File: src/rtl/regfile_pkg.sv
// Shared types and constants for the register file access sequencer.
// Latency: n/a (declarations only).
// Backpressure: n/a.
package regfile_pkg;

    localparam int DW = 32;
    localparam int AW = 5;

    // Hardwired $zero register number.
    localparam int unsigned REG_ZERO = 0;

    typedef enum logic [2:0] {
        IDLE    = 3'd0,
        WRITE   = 3'd1,
        READ_RS = 3'd2,
        READ_RT = 3'd3,
        RESP    = 3'd4
    } rfseq_state_t;

endpackage

File: src/rtl/rfseq_port_driver.sv
// Decodes sequencer state + latched request fields into register file port controls.
// Latency: combinational from registered state, no input-to-output path from handshakes.
// Backpressure: none; the port is driven only in WRITE/READ_RS/READ_RT, idle otherwise.
//
// Ports:
//   state                       current sequencer state (registered in the top)
//   wb_en, wb_addr, wb_data     latched write-back request
//   rs_addr, rt_addr            latched source register numbers
//   rf_addr, rf_istream         register file address / write data
//   rf_write_mode, rf_read_mode, rf_chip_select   register file controls
module rfseq_port_driver
    import regfile_pkg::*;
#(
    parameter int DW = regfile_pkg::DW,
    parameter int AW = regfile_pkg::AW
) (
    input  rfseq_state_t  state,
    input  logic          wb_en,
    input  logic [AW-1:0] wb_addr,
    input  logic [DW-1:0] wb_data,
    input  logic [AW-1:0] rs_addr,
    input  logic [AW-1:0] rt_addr,
    output logic [AW-1:0] rf_addr,
    output logic [DW-1:0] rf_istream,
    output logic          rf_write_mode,
    output logic          rf_read_mode,
    output logic          rf_chip_select
);

    // Each state drives at most one mode, so read and write can never overlap.
    // The write arm re-checks wb_en and $zero so a stray WRITE state can
    // never corrupt register 0.
    always_comb begin
        rf_addr        = '0;
        rf_istream     = '0;
        rf_write_mode  = 1'b0;
        rf_read_mode   = 1'b0;
        rf_chip_select = 1'b0;
        case (state)
            WRITE: begin
                if (wb_en && (wb_addr != AW'(REG_ZERO))) begin
                    rf_chip_select = 1'b1;
                    rf_write_mode  = 1'b1;
                    rf_addr        = wb_addr;
                    rf_istream     = wb_data;
                end
            end
            READ_RS: begin
                rf_chip_select = 1'b1;
                rf_read_mode   = 1'b1;
                rf_addr        = rs_addr;
            end
            READ_RT: begin
                rf_chip_select = 1'b1;
                rf_read_mode   = 1'b1;
                rf_addr        = rt_addr;
            end
            default: begin
            end
        endcase
    end

endmodule

File: src/rtl/regfile_access_sequencer.sv
// Serializes write-back, rs read and rt read onto the single register file port.
// Latency: accept -> resp_valid in 4 cycles with a write, 3 without ($zero writes skipped).
// Backpressure: holds operands in RESP until resp_ready; req_ready low outside IDLE.
//
// Ports:
//   clk, rst                     clock, synchronous active-high reset
//   req_valid/req_ready          request handshake (rs_addr, rt_addr, wb_en, wb_addr, wb_data)
//   resp_valid/resp_ready        response handshake (rs_data, rt_data)
//   rf_addr, rf_istream, rf_write_mode, rf_read_mode, rf_chip_select   to register file
//   rf_ostream                   register file read data, sampled at the end of a read cycle
module regfile_access_sequencer
    import regfile_pkg::*;
#(
    parameter int DW = regfile_pkg::DW,
    parameter int AW = regfile_pkg::AW
) (
    input  logic          clk,
    input  logic          rst,
    input  logic          req_valid,
    output logic          req_ready,
    input  logic [AW-1:0] rs_addr,
    input  logic [AW-1:0] rt_addr,
    input  logic          wb_en,
    input  logic [AW-1:0] wb_addr,
    input  logic [DW-1:0] wb_data,
    output logic          resp_valid,
    input  logic          resp_ready,
    output logic [DW-1:0] rs_data,
    output logic [DW-1:0] rt_data,
    output logic [AW-1:0] rf_addr,
    output logic [DW-1:0] rf_istream,
    output logic          rf_write_mode,
    output logic          rf_read_mode,
    output logic          rf_chip_select,
    input  logic [DW-1:0] rf_ostream
);

    rfseq_state_t  state;
    logic [AW-1:0] rs_q;
    logic [AW-1:0] rt_q;
    logic          wb_en_q;
    logic [AW-1:0] wb_addr_q;
    logic [DW-1:0] wb_data_q;

    always_ff @(posedge clk) begin
        if (rst) begin
            state      <= IDLE;
            req_ready  <= 1'b1;
            resp_valid <= 1'b0;
            rs_data    <= '0;
            rt_data    <= '0;
            rs_q       <= '0;
            rt_q       <= '0;
            wb_en_q    <= 1'b0;
            wb_addr_q  <= '0;
            wb_data_q  <= '0;
        end else begin
            case (state)
                IDLE: begin
                    if (req_valid) begin
                        rs_q      <= rs_addr;
                        rt_q      <= rt_addr;
                        wb_en_q   <= wb_en;
                        wb_addr_q <= wb_addr;
                        wb_data_q <= wb_data;
                        req_ready <= 1'b0;
                        // $zero writes are dropped here so they cost no port cycle.
                        if (wb_en && (wb_addr != AW'(REG_ZERO))) begin
                            state <= WRITE;
                        end else begin
                            state <= READ_RS;
                        end
                    end
                end
                WRITE: begin
                    state <= READ_RS;
                end
                READ_RS: begin
                    rs_data <= (rs_q == AW'(REG_ZERO)) ? '0 : rf_ostream;
                    state   <= READ_RT;
                end
                READ_RT: begin
                    rt_data    <= (rt_q == AW'(REG_ZERO)) ? '0 : rf_ostream;
                    resp_valid <= 1'b1;
                    state      <= RESP;
                end
                RESP: begin
                    // req_ready rises only after the response leaves, so no
                    // accept can overlap the RESP cycle.
                    if (resp_ready) begin
                        resp_valid <= 1'b0;
                        req_ready  <= 1'b1;
                        state      <= IDLE;
                    end
                end
                default: begin
                    state      <= IDLE;
                    req_ready  <= 1'b1;
                    resp_valid <= 1'b0;
                end
            endcase
        end
    end

    rfseq_port_driver #(
        .DW (DW),
        .AW (AW)
    ) u_port_driver (
        .state          (state),
        .wb_en          (wb_en_q),
        .wb_addr        (wb_addr_q),
        .wb_data        (wb_data_q),
        .rs_addr        (rs_q),
        .rt_addr        (rt_q),
        .rf_addr        (rf_addr),
        .rf_istream     (rf_istream),
        .rf_write_mode  (rf_write_mode),
        .rf_read_mode   (rf_read_mode),
        .rf_chip_select (rf_chip_select)
    );

endmodule

File: config.mk
export PLATFORM = sky130hd
export DESIGN_NAME = regfile_access_sequencer
export DESIGN_NICKNAME = d
export VERILOG_FILES = /design/src/rtl/regfile_pkg.sv /design/src/rtl/rfseq_port_driver.sv /design/src/rtl/regfile_access_sequencer.sv
export SDC_FILE = /design/constraint.sdc
export NUM_CORES = 1
export LEC_CHECK = 0
export CORE_ASPECT_RATIO = 0.5
export CORE_UTILIZATION = 40
export DETAILED_ROUTE_END_ITERATION = 12
export PLACE_DENSITY = 0.74
export SLEW_MARGIN = 20
export SYNTH_ARGS = -nofsm -noshare
export SYNTH_HDL_FRONTEND = slang
export SYNTH_HIERARCHICAL = 1
export SYNTH_SLANG_ARGS = --single-unit
File: constraint.sdc
create_clock -name clk -period 3.4 [get_ports clk]
set_input_delay 0.34 -clock clk [delete_from_list [all_inputs] [get_ports clk]]
set_output_delay 0.34 -clock clk [all_outputs]
set_load 0.02 [all_outputs]
==> summary.md <==
| Metric | Value |
|---|---|
| Status | `finished, final reports clean` |
| Slew at the pin closest to its max-slew limit | `0.7480 ns` |
| DRT iter0 DRCs | `300` |
| Clock sink count | `117` |
| Primary FF master, synth | `dfxtp_1` |
| Final setup TNS | `0 ns` |
| Die W | `~160 um` |
| Slew Limit Fails | `0` |
| Relative slew slack | `0.5013` |
| CP max stage cell | `clkdlybuf4s50_1` |
| Final Util | `0.6285` |
| FFs w/ async S/R, synth | `0` |
| CTS tree | `done` |
| CTS resizes | `0` |
| Largest net degree at the start of global routing | `66` |
| Peak Freq | `about 0.35 GHz` |
| Initial antenna violation count | `0` |
| Worst skew pair latency | `0.40 ns` |
| Endpoint class of the critical path | `output pin` |
| Critical Path RT | `a little over 3 ns` |
| Max Buffers Root-to-Sink | `2` |
| Drt drc | `0` |
| Ant. Diodes | `0` |
| Routability cong. | `0.7950` |
| Mapped Nets | `678` |
| Final setup vio count | `0` |
| Net Sw Frac | `0.2555` |
| Yosys reg bits | `~120` |
| Die Y | `81.14 um` |
| CP bufs+invs | `1` |
| P per Cell Area | `about 530 nW/um2` |
| Pleak | `2.764 nW` |
| Clock skew | `approximately 0.011 ns` |
| Slowest cell delay on critical path | `0.61 ns` |
| Most common cell after layout, fill and taps aside | `clkdlybuf4s50_1` |
| Synth warn | `6` |
| Die area | `13000 um2` |
| # hold bufs at CTS | `0` |
| Row Count | `28` |
| Syn Area/Cell | `about 8.4 um2` |
| Sequential power share | `0.375` |
| Most frequent cells in the layout | `clkdlybuf4s50_1, nand2_1, dfxtp_1` |
| Hold Vio Cnt, Final | `0` |
| Routed vias/inst | `5.085` |
| Yosys cell types | `34` |
| CP Launch Type | `flip-flop` |
| NetSw | `between 1 and 1.5 mW` |
| Post-DP HPWL | `8.893 mm` |
| Mapped cell area | `around 5000 um2` |
| CP max FO | `34` |
| I/O Pins | `190` |
| HP Class | `primary input to flip-flop` |
| Vias in the first global route | `4315` |
| PortBufs | `between 150 and 200` |
| Post-Synthesis Cells | `594` |
| Worst-path clk slew | `0.06 ns` |
| Peak VDD IR | `around 0.38 mV` |
| Final worst-path cycle share | `0.8462` |
| Max Cap Violations | `0` |
| CTS Buf Count | `17` |
| Pre-antenna DRT Iters | `4` |
| Part of the power in combinational logic | `0.146` |
| Share of post-route cells with drive strength above 1 | `0.1099` |
| Post-synth EDFFs | `0` |
| Gr ovfl total | `0` |
| Post-CTS Setup Bufs | `0` |
| Core Area | `around 12000 um2` |
| Unrepaired setup endpoints after global routing | `no` |
| Critical path type | `flip-flop to output pin` |
| Total GRT Usage | `0.2166` |
| Area grow syn2layout | `50.75%` |
| Via Count | `4724` |
| First-pass GRT wire length | `22.29 mm` |
| Clk root buf | `clkbuf_16` |
| Antenna Nets Post-Route | `0` |
| Worst EP arrival | `2.54 ns` |
| CP cell instances | `and4bb_2 -> o21a_4 -> and2_4 -> clkdlybuf4s50_1` |
| Total wire length | `14.02 mm` |
| WL/cell | `15.09 um` |
| Number of nets in the layout | `835` |
| Crit path time final | `between 2 and 3 ns` |
| Initial Util | `0.4169` |
| Int Power | `2.981 mW` |
| Share of the yosys chip area belonging to registers | `0.4675` |
| H-tree depth | `4` |
| Clock power frac | `0.479` |
| CP top delay family | `simple AND/OR/NAND/NOR gates` |
[synth_stat cells, types with 3 or more instances]
| master | count | area [um2] |
|---|---|---|
| a21oi_1 | 83 | 415.4 |
| and2_1 | 8 | 50.05 |
| and2_4 | 24 | 210.2 |
| buf_2 | 12 | 60.06 |
| buf_6 | 6 | 67.56 |
| clkbuf_1 | 41 | 153.9 |
| dfxtp_1 | 117 | 2342 |
| inv_1 | 35 | 131.4 |
| mux2i_1 | 5 | 50.05 |
| nand2_1 | 124 | 465.5 |
| nand2_2 | 10 | 62.56 |
| nand3b_1 | 33 | 247.7 |
| nor2_1 | 4 | 15.01 |
| nor3_1 | 3 | 15.01 |
| o211ai_1 | 32 | 240.2 |
| o21ai_0 | 5 | 25.02 |
| o41ai_1 | 33 | 289.0 |
[stage by stage]
stage	total power, mW	cell area (um2)	instances	hold slack [ns]	worst slack, ns
global placement	2.101	6905	897	0.4365	0.9490
finish	4.004	7552	929	0.4281	0.5230
global route	4.170	7552	929	0.4465	0.3832
CTS	4.046	7548	929	0.4180	0.5045
floorplan	1.859	5010	594	0.4317	1.674
detailed placement	2.111	6905	897	0.4418	0.9125
[cell type report]
cell class                 instances  area, um2
fill                            1041       4464
clock buffer                      20      466.7
inverter                          35      131.4
sequential                       117       2342
multi-input combinational        382       2272
timing repair buffer             198       1957
tap                              165      206.4
clock inverter                    12      176.4
[worst paths after layout]
| check | start | end | slack, ns | cells past startpoint |
|---|---|---|---|---|
| setup / recovery | state[1]$_SDFFE_PP0P_ | rf_istream[12] | 0.52 | 4 |
| setup reg to reg | state[1]$_SDFFE_PP0P_ | rs_data[0]$_SDFFE_PP0P_ | 1.55 | 3 |
| hold / removal | rst | rs_data[8]$_SDFFE_PP0P_ | 0.43 | 2 |
| hold reg to reg | rs_data[29]$_SDFFE_PP0P_ | rs_data[29]$_SDFFE_PP0P_ | 0.45 | 2 |
[layer usage]
layer  part of all wire  routed length (um)  global-route usage
met5                  0                   0                   0
met4             0.0097                 136             0.07143
met3              0.054                 756             0.05822
met2               0.48                6721              0.3487
met1               0.46                6410              0.2843
[kinds of logic after synthesis]
kind of cell           share of synthesized area
AOI/OAI and AO/OA                         0.2060
buffers and inverters                    0.08317
and+or+nand+nor                           0.2333
muxes                                   0.009990
DFF                                       0.4675
[flip-flops by register name, summed over array words and instances, names as in the netlist]
register    cells
wb_addr_q       5
wb_data_q      32
resp_valid      1
rt_q            5
rt_data        32
rs_q            5
req_ready       1
wb_en_q         1
rs_data        32
state           3
[power groups by stage]
stage / Sequential [mW] / Combinational (mW) / Clock [mW]
after detailed placement: 1.53 / 0.582 / 0
after CTS: 1.50 / 0.588 / 1.96
after global routing: 1.51 / 0.640 / 2.02
final: 1.50 / 0.586 / 1.92
after floorplan: 1.55 / 0.309 / 0
after global placement: 1.53 / 0.575 / 0
Note: power is estimated with default switching activity, not from simulation.
